**src/rtl/sb_rx_deser_pkg.sv**
```systemverilog
// Shared sideband definitions: deserializer state encoding and packet width.
package sb_rx_deser_pkg;

    localparam int SB_PKT_W = 64;

    typedef enum logic [1:0] {
        IDLE  = 2'b00,
        SHIFT = 2'b01,
        DRAIN = 2'b10
    } sb_deser_state_t;

endpackage

```
**src/rtl/sb_rx_deser.sv**
```systemverilog
// Sideband RX deserializer: LSB-first serial bits to a DATA_W word, visible the cycle after the last bit.
// No backpressure: o_deser_done is held until acked; a packet completing while one is pending is dropped (o_overrun).
module sb_rx_deser
    import sb_rx_deser_pkg::*;
#(
    parameter int DATA_W = SB_PKT_W
) (
    input  logic              i_clk,
    input  logic              i_rst_n,
    input  logic              i_deser_en,
    input  logic              i_rx_data_sb,
    input  logic              i_rx_vld,
    input  logic              i_deser_done_sampled,
    output logic [DATA_W-1:0] o_deser_data,
    output logic              o_deser_done,
    output logic              o_frame_err,
    output logic              o_overrun
);

    localparam int              CNT_W    = $clog2(DATA_W);
    localparam logic [CNT_W-1:0] LAST_CNT = CNT_W'(DATA_W - 1);

    sb_deser_state_t   r_state;
    logic [CNT_W-1:0]  r_cnt;
    // Only the newest DATA_W-1 bits are stored; the final bit is taken straight off the wire.
    logic [DATA_W-2:0] r_shreg;
    logic              r_drain_err;
    logic              r_armed;

    logic [DATA_W-1:0] w_word;
    logic              w_complete;

    assign w_word     = {i_rx_data_sb, r_shreg};
    assign w_complete = (r_state == SHIFT) && i_deser_en && i_rx_vld && (r_cnt == LAST_CNT);

    always_ff @(posedge i_clk or negedge i_rst_n) begin
        if (!i_rst_n) begin
            r_state      <= IDLE;
            r_cnt        <= '0;
            r_shreg      <= '0;
            r_drain_err  <= 1'b0;
            r_armed      <= 1'b0;
            o_deser_data <= '0;
            o_deser_done <= 1'b0;
            o_frame_err  <= 1'b0;
            o_overrun    <= 1'b0;
        end else begin
            o_frame_err <= 1'b0;
            o_overrun   <= 1'b0;
            // A frame may only start after i_rx_vld has been seen low, so a frame
            // cut by reset or disable is never picked up halfway through.
            r_armed     <= !i_rx_vld || (r_armed && i_deser_en);

            if (w_complete) begin
                if (o_deser_done) begin
                    o_overrun <= 1'b1;
                end else begin
                    o_deser_data <= w_word;
                    o_deser_done <= 1'b1;
                end
            end else if (i_deser_done_sampled) begin
                o_deser_done <= 1'b0;
            end

            if (!i_deser_en) begin
                r_state     <= IDLE;
                r_cnt       <= '0;
                r_drain_err <= 1'b0;
            end else begin
                case (r_state)
                    IDLE: begin
                        if (i_rx_vld && r_armed) begin
                            r_shreg <= w_word[DATA_W-1:1];
                            r_cnt   <= CNT_W'(1);
                            r_state <= SHIFT;
                        end
                    end
                    SHIFT: begin
                        if (i_rx_vld) begin
                            r_shreg <= w_word[DATA_W-1:1];
                            if (r_cnt == LAST_CNT) begin
                                r_cnt       <= '0;
                                r_drain_err <= 1'b0;
                                r_state     <= DRAIN;
                            end else begin
                                r_cnt <= r_cnt + 1'b1;
                            end
                        end else begin
                            r_cnt       <= '0;
                            o_frame_err <= 1'b1;
                            r_state     <= IDLE;
                        end
                    end
                    DRAIN: begin
                        if (!i_rx_vld) begin
                            r_drain_err <= 1'b0;
                            r_state     <= IDLE;
                        end else if (!r_drain_err) begin
                            o_frame_err <= 1'b1;
                            r_drain_err <= 1'b1;
                        end
                    end
                    default: begin
                        r_cnt   <= '0;
                        r_state <= IDLE;
                    end
                endcase
            end
        end
    end

endmodule
```
**config.mk**
```make
export PLATFORM = sky130hd
export DESIGN_NAME = sb_rx_deser
export DESIGN_NICKNAME = d
export VERILOG_FILES = /design/src/rtl/sb_rx_deser_pkg.sv /design/src/rtl/sb_rx_deser.sv
export SDC_FILE = /design/constraint.sdc
export NUM_CORES = 1
export LEC_CHECK = 0
export ABC_AREA = 1
export CELL_PAD_IN_SITES_DETAIL_PLACEMENT = 0
export CELL_PAD_IN_SITES_GLOBAL_PLACEMENT = 2
export CORE_MARGIN = 2
export CORE_UTILIZATION = 32
export CTS_CLUSTER_DIAMETER = 200
export DETAILED_ROUTE_END_ITERATION = 6
export GPL_TIMING_DRIVEN = 1
export PLACE_DENSITY_LB_ADDON = 0.1
export SLEW_MARGIN = 15
export SYNTH_ARGS = -nofsm -noshare
export SYNTH_HDL_FRONTEND = slang
export SYNTH_SLANG_ARGS = --single-unit
```
**constraint.sdc**
```tcl
create_clock -name i_clk -period 1.4 [get_ports i_clk]
set_clock_uncertainty 0.05 [all_clocks]
set_input_delay 0.35 -clock i_clk [delete_from_list [all_inputs] [get_ports i_clk]]
set_output_delay 0.35 -clock i_clk [all_outputs]
set_load 0.01 [all_outputs]
```
# Word-level counts from Yosys, hierarchy flattened
# Cells that the tools add are included.
[totals] reg_bits=140 in_bits=6 out_inout_bits=67
[classes] n_reduce_logical=15 n_eq_ne=12 n_bitwise=1 add_sub_neg=1 muxes=28
[ops] cell="63-bit two-way mux" n=2
[ops] cell="63-bit one-hot mux with 2 select lines" n=1
[ops] cell="6-bit two-way mux" n=4
[ops] cell="6-bit one-hot mux with 3 select lines" n=1
[ops] cell="1-bit two-way mux" n=12
[ops] cell="2-bit two-way mux" n=5
[ops] cell="3-bit != test, second input constant" n=3
[ops] cell="6-bit by 1-bit adder with 6-bit output, second input constant" n=1
[ops] cell="6-bit == test, second input constant" n=1
[ops] cell="2-bit != test, second input constant" n=3
[ops] cell="2-bit one-hot mux with 3 select lines" n=1
[ops] cell="3-bit AND reduction" n=2
[ops] cell="1-bit logical AND" n=5
[ops] cell="4-bit by 3-bit != test with 1-bit output, second input constant" n=1
[ops] cell="1-bit one-hot mux with 2 select lines" n=2
[ops] cell="2-bit AND reduction" n=2
[ops] cell="4-bit AND reduction" n=1
[ops] cell="2-bit nonzero test" n=2
[ops] cell="3-bit by 1-bit != test with 1-bit output, second input constant" n=1
[ops] cell="3-bit by 2-bit != test with 1-bit output, second input constant" n=1
[ops] cell="2-bit by 1-bit == test with 1-bit output, second input constant" n=1
[ops] cell="2-bit == test, second input constant" n=1
[ops] cell="2-bit logical NOT" n=1
[ops] cell="1-bit logical NOT" n=1
[ops] cell="2 further kinds" n=2

# Logic depth before layout (Yosys ltp)
# Gate-level depths: netlist (run 1).
[depth] depth_word=5 mapped_depth=9 mapped_depth_nobuf=8

# Least setup slack after synthesis (run 1)
# Ideal clock, no wire load.
[synth_path] path_type="flip-flop to flip-flop" startpoint="register r_state[1]" endpoint="register o_deser_data[1]" path_stages_with_launch=10 setup_ns=0.118 arrival_ns=1.340 t_required_ns=1.232 path_slack_ns=-0.108 path_buffers=2 path_cell_list="dfrtp_1 -> inv_1 -> ha_1 -> nand2_1 -> nor2_4 -> nand3_2 -> buf_6 -> buf_6 -> nand2_1 -> o21ai_2"
[synth_via] elab_chain_len=5
[synth_rtl] element="start: declaration" line="sb_rx_deser.sv:23" text="sb_deser_state_t r_state;"
[synth_rtl] element="start signal: assignment" line="sb_rx_deser.sv:38" text="r_state <= IDLE;"
[synth_rtl] element="start signal: assignment" line="sb_rx_deser.sv:66" text="r_state <= IDLE;"
[synth_rtl] element="start signal: assignment" line="sb_rx_deser.sv:75" text="r_state <= SHIFT;"
[synth_rtl] element="2-bit by 1-bit == test with 1-bit output" line="sb_rx_deser.sv:34" text="assign w_complete = (r_state == SHIFT) && i_deser_en && i_rx_vld && (r_cnt == LAST_CNT);"
[synth_rtl] element="1-bit logical AND (3 in a row)" line="sb_rx_deser.sv:34"
[synth_rtl] element="2-bit AND reduction (no line)"
[synth_rtl] element="end signal: assignment" line="sb_rx_deser.sv:58" text="o_deser_data <= w_word;"
[synth_rtl] element="end: declaration" line="sb_rx_deser.sv:14" text="output logic [DATA_W-1:0] o_deser_data,"
# Every way passes these cells.
# A chain may end at the register's enable or synchronous reset.

# Final worst setup path (run 1)
[layout_path] startpoint="register r_state[1]" endpoint="register o_deser_data[39]"
# Same word-level chain as after synthesis.

==> results of run 1 <==
## per-stage QoR
step / instances / cell area (µm²) / hold WS (ns) / power (mW)
global placement: 899 / 7030 / 0.210 / 7.49
finish: 967 / 8140 / 0.341 / 12.8
global route: 967 / 8140 / 0.361 / 13.6
detailed placement: 899 / 7030 / 0.209 / 7.55
floorplan: 591 / 5920 / 0.00441 / 6.87
CTS: 953 / 7630 / 0.338 / 12.5
## power by group through the flow
stage / combinational (mW) / sequential, mW / clock [mW]
6_report: 2.89 / 5.38 / 4.53
5_1_grt: 3.27 / 5.49 / 4.82
4_1_cts: 2.55 / 5.31 / 4.66
3_5_place_dp: 2.18 / 5.37 / 0
3_3_place_gp: 2.14 / 5.35 / 0
2_1_floorplan: 1.61 / 5.26 / 0
## registers in the layout, indices dropped and copies added (netlist names)
signal        flops
o_deser_data     64
o_deser_done      1
o_frame_err       1
o_overrun         1
r_armed           1
r_cnt             6
r_drain_err       1
r_shreg          63
r_state           2
## what timing repair did
item                                    4_1_cts  5_1_grt
gates resized for setup                     308       87
hold buffers                                  1        0
gates cloned                                  3       15
pin swaps                                     2        6
setup buffers                                20        3
endpoints found under the hold margin        22        0
endpoints found under the setup margin      203      137
## kinds of logic (layout without fill, tap and decap cells)
group                      count (synthesis)  after routing  synth area share (%)
and+or+nand+nor                          199            199                  13.8
buffers and inverters                    114            261                  9.85
DFF                                      140            140                  59.7
AOI/OAI and AO/OA                        134            134                  15.8
adders and majority gates                  4              4                 0.853
## worst max-delay path, stage by stage, from the launching register on
cell and delay [ns]:
dfrtp_1 0.38, inv_2 0.09, ha_4 0.17, nand2_2 0.08, nor2_4 0.12, nand3_4 0.12, buf_12 0.18, clkbuf_16 0.17
nand2_1 0.08, o21ai_2 0.05
## worst paths after layout
path / end / cells past startpoint / slack (ns)
max: o_deser_data[39] / 9 / -0.20
min: r_shreg[42] / 2 / 0.34
max reg2reg: o_deser_data[39] / 9 / -0.20
min reg2reg: o_deser_data[10] / 2 / 0.42
max in group asynchronous: r_state[0] / 3 / 0.46
min in group i_clk: o_deser_data[10] / 2 / 0.42
## metal layers
layer	part of all wire, %	track usage (%)
met1	47	17.6
met2	49	22.4
met3	3.0	3.65
met4	1.1	4.94
met5	0	0
## cell usage after synthesis (3+ instances only)
library cell,n
nand3_1,8
ha_1,4
clkbuf_1,5
nor2_1,9
nand2_1,173
o21ai_2,68
inv_1,85
a21oi_1,4
buf_2,3
dfrtp_1,140
buf_6,19
o21ai_1,37
o21ai_0,25
## cell type report
| class | instances | area (µm²) | area share (%) |
|---|---|---|---|
| clock buffer | 19 | 443 | 5.44 |
| clock inverter | 11 | 145 | 1.78 |
| inverter | 86 | 325 | 4.00 |
| tap | 229 | 287 | 3.52 |
| timing repair buffer | 145 | 1320 | 16.2 |
| sequential | 140 | 3500 | 43.0 |
| multi-input combinational | 337 | 2120 | 26.0 |
==> impl_metrics.json, run 1 <==
{
  "hold_viol": 0,
  "via_per_inst": 4.44,
  "drive_above_1_share_pct": 43.2,
  "power_density_nw_per_um2": 1570,
  "rows": 49,
  "max_slew.worst_pin.slew_ns": 0.328,
  "grt_use_total_pct": 13.7,
  "async_reset_ff_share_pct": 100,
  "grt_pass1_vias": 4356,
  "num-fill-cells": 1739,
  "clkLatencyLatePin_ns": 0.42,
  "violations": "setup timing",
  "antenna_found_initial": 0,
  "setup_ws_ns": -0.201,
  "period_minus_slack_ns": 1.60,
  "route.vias.total": 4294,
  "yosysTopAreaCell": "dfrtp_1",
  "p_leak_nw": 4.00,
  "cts.sinks": 140,
  "die_y_um": 139,
  "relSlewSlack_pct": 78.1,
  "cts-root-buf": "clkbuf_16",
  "clkPwrFrac_pct": 35.4,
  "routed_wl_mm": 14.8,
  "internal-power_mw": 8.82,
  "finalSetupViolCount": 133,
  "path_clk_slew_ns": 0.06,
  "synth_seq_cells": 140,
  "io_buffers": 72,
  "yosysUniqueCellTypes": 20,
  "slew_viol_final": 0,
  "comb_power_share_pct": 22.5,
  "grt_max_degree": 61,
  "core_um2": 18000,
  "critPathRequiredTime_ns": 1.65,
  "cts_buffer_depth": 2,
  "htreeDepth": 4,
  "io_pins": 73,
  "dieWidth_um": 139,
  "reg2reg_from": "r_state[1]",
  "rsz0062_at_grt": "true",
  "crit_type": "reg2reg",
  "first_iter_violations": 117,
  "die_area_um2": 19400,
  "synth-warning-count": 0,
  "critPathLaunchType": "register",
  "fin_setup_tns_ns": -20.43,
  "synth_area_um2": 5870,
  "area_growth_pct": 38.7,
  "drc": 0,
  "synth_area_leaders": "dfrtp_1 60%, nand2_1 11%, o21ai_2 10%, inv_1 5.4%, buf_6 3.6%",
  "avgSynthCellArea_um2": 9.93,
  "final_common_cell": "dfrtp_1",
  "globalplace.congestion": 0.709,
  "fin_util_pct": 45.3,
  "final_cell_mix": "139 x dfrtp_1, 128 x nand2_1, 81 x o21ai_2, 80 x inv_1, 67 x buf_2",
  "overflow": 0,
  "tritoncts": "built",
  "drt_pass1_iterations": 4,
  "syn_nets": 601,
  "finalNetCount": 737,
  "wl_per_cell_um": 15.3,
  "crit_start": "r_state[1]",
  "switching_power_mw": 3.98,
  "yosys.area.top_type_share_pct": 59.7,
  "seq_area_frac_synth_pct": 59.7,
  "fin_crit_sh_pct": 114,
  "ys.flop_type": "dfrtp_1",
  "status": "complete, but fails checks",
  "pre_cts_ws_ns": -0.532,
  "clock.fmax_ghz": 0.624,
  "cts_inserted_buffers": 17,
  "end_kind": "register",
  "grt_pass1_wl_mm": 21.5,
  "synth_cells": 591,
  "crit_fanout": 7,
  "num_antenna_cells": 0,
  "switching_share_pct": 31.1,
  "hold_class": "in2async",
  "initial_core_util_pct": 32.7,
  "arrival_ns": 1.86,
  "seqPwrFrac_pct": 42.0,
  "place_hpwl_mm": 7.88,
  "drtAntennaViolNets": 0,
  "synth_enable_flop_cells": 0,
  "ir_drop_v": 0.000842,
  "drv_cap": 0
}
No activity file was read; power rests on OpenSTA's default activity.
==> run 2: changes to the inputs <==
==> constraint.sdc (replaced) <==
create_clock -name i_clk -period 1.4 [get_ports i_clk]
set_clock_uncertainty 0.05 [all_clocks]
set_input_delay 0.21 -clock i_clk [delete_from_list [all_inputs] [get_ports i_clk]]
set_output_delay 0.21 -clock i_clk [all_outputs]
set_load 0.01 [all_outputs]
==> impl_metrics.json, run 2 (synthesized netlist as in run 1, its figures left out) <==
{
  "status": "complete, but fails checks",
  "violations": "setup timing",
  "cts_buffer_depth": 2,
  "path_cells": "inv_2, ha_4, inv_2, o21ai_4, nand3_4, buf_12, clkbuf_16, nand2_1, o21ai_1",
  "ir_drop_v": 0.000920,
  "crit_start": "r_state[1]",
  "period_minus_slack_ns": 1.62,
  "p_leak_nw": 3.94,
  "cts-root-buf": "clkbuf_16",
  "critPathLaunchType": "register",
  "fin_setup_tns_ns": -18.62,
  "dieWidth_um": 139,
  "clock.fmax_ghz": 0.618,
  "drt_pass1_iterations": 4,
  "globalplace.congestion": 0.795,
  "setup_ws_ns": -0.217,
  "critPathSlowestCell": "dfrtp_1",
  "die_area_um2": 19400,
  "io_buffers": 72,
  "overflow": 0,
  "largest_reg_flops": 64,
  "area_growth_pct": 38.3,
  "via_per_inst": 4.43,
  "critPathTopFamily": "buffers and inverters",
  "num_antenna_cells": 0,
  "power_density_nw_per_um2": 1530,
  "route.vias.total": 4217,
  "finalSetupViolCount": 131,
  "crit_type": "reg2reg",
  "hold_viol": 0,
  "regMostFlops": "o_deser_data",
  "cp_common_cell": "inv_2",
  "rsz0062_at_grt": "true",
  "final_cell_mix": "140 x dfrtp_1, 119 x nand2_1, 81 x inv_1, 73 x o21ai_2, 55 x dlygate4sd2_1",
  "drc": 0,
  "grt_max_degree": 63,
  "grt_pass1_vias": 4205,
  "pre_cts_ws_ns": -0.348,
  "relSlewSlack_pct": 80.0,
  "rows": 49,
  "top_regs": "o_deser_data (64), r_shreg (63), r_cnt (6)",
  "initial_core_util_pct": 32.7,
  "final_cell_area_um2": 8110,
  "core_um2": 18000,
  "reg2reg_from": "r_state[1]",
  "max_slew.worst_pin.slew_ns": 0.300,
  "fin_crit_sh_pct": 116,
  "grt_pass1_wl_mm": 21.9,
  "drive_above_1_share_pct": 32.0,
  "finalNetCount": 719,
  "path_clk_slew_ns": 0.06,
  "cts_inserted_buffers": 17,
  "hold_class": "in2async",
  "htreeDepth": 4,
  "wl_per_cell_um": 15.1,
  "clkLatencyLatePin_ns": 0.41,
  "drv_cap": 0,
  "io_pins": 73,
  "num-fill-cells": 1719,
  "drtAntennaViolNets": 0,
  "cts.sinks": 140,
  "first_iter_violations": 168,
  "grt_use_total_pct": 14.3,
  "crit_fanout": 9,
  "routed_wl_mm": 14.3,
  "arrival_ns": 1.86,
  "die_y_um": 139,
  "tritoncts": "built",
  "slew_viol_final": 0,
  "placed_cell_area_um2": 7000,
  "critPathMaxStageDelay_ns": 0.39,
  "place_hpwl_mm": 7.99,
  "fin_util_pct": 45.2,
  "critPathRequiredTime_ns": 1.64,
  "end_kind": "register",
  "final_common_cell": "dfrtp_1",
  "path_buf_inv": 4,
  "antenna_found_initial": 0
}
==> run 2: report_power, final <==
part / internal (mW) / total [mW] / switching [mW] / leakage (nW)
registers: 4.87 / 5.34 / 0.470 / 1.92
clock network: 2.62 / 4.41 / 1.79 / 0.261
logic: 1.01 / 2.64 / 1.63 / 1.75
==> run 2: layer usage <==
layer / vias up / GRT usage (%) / share of wire, %
met2: 66 / 22.8 / 48
li1: 2097 / - / -
met4: 0 / 4.15 / 0.73
met5: - / 0 / 0
met1: 2046 / 18.8 / 48
met3: 8 / 4.23 / 3.5
==> run 2: repair_timing <==
item                                    CTS  global route
setup buffers                             2             9
endpoints found under the setup margin  203           148
hold buffers                              1             0
hold endpoints to repair                140             0
cloned                                    4             8
gates resized for setup                  95            60
pin swaps                                 1             6
==> run 2: stage by stage <==
step	power, mW	hold slack [ns]	cells
global placement	7.47	0.0538	895
finish	12.4	0.178	951
CTS	12.4	0.167	934
detailed placement	7.52	0.0550	895
global route	13.2	0.176	951
floorplan	6.87	-0.136	591
==> run 2: worst paths after layout <==
path	endpoint	slack, ns	cells after the start
min in group i_clk	o_deser_done	0.34	2
max in group asynchronous	o_deser_data[4]	0.62	3
worst min register to register	o_deser_data[53]	0.42	2
worst max-delay path	r_shreg[52]	-0.22	9
worst max register to register	r_shreg[52]	-0.22	9
worst min-delay path	r_shreg[45]	0.18	2
==> run 2: final cells by class <==
cell class | instances | area, µm² | area share [%]
Sequential cell | 140 | 3500 | 43.2
Tap cell | 229 | 287 | 3.53
Inverter | 86 | 323 | 3.98
Multi-Input combinational cell | 337 | 2020 | 24.9
Clock buffer | 18 | 429 | 5.29
Timing Repair Buffer | 127 | 1400 | 17.3
Clock inverter | 14 | 145 | 1.79
==> run 3: changes to the inputs <==
--- a/config.mk
+++ b/config.mk
@@ -18,3 +18,4 @@
 export SYNTH_ARGS = -nofsm -noshare
 export SYNTH_HDL_FRONTEND = slang
 export SYNTH_SLANG_ARGS = --single-unit
+export TNS_END_PERCENT = 100
==> results of run 3 <==
Same layout as run 2: the final DEF is identical, and so are final timing and power.
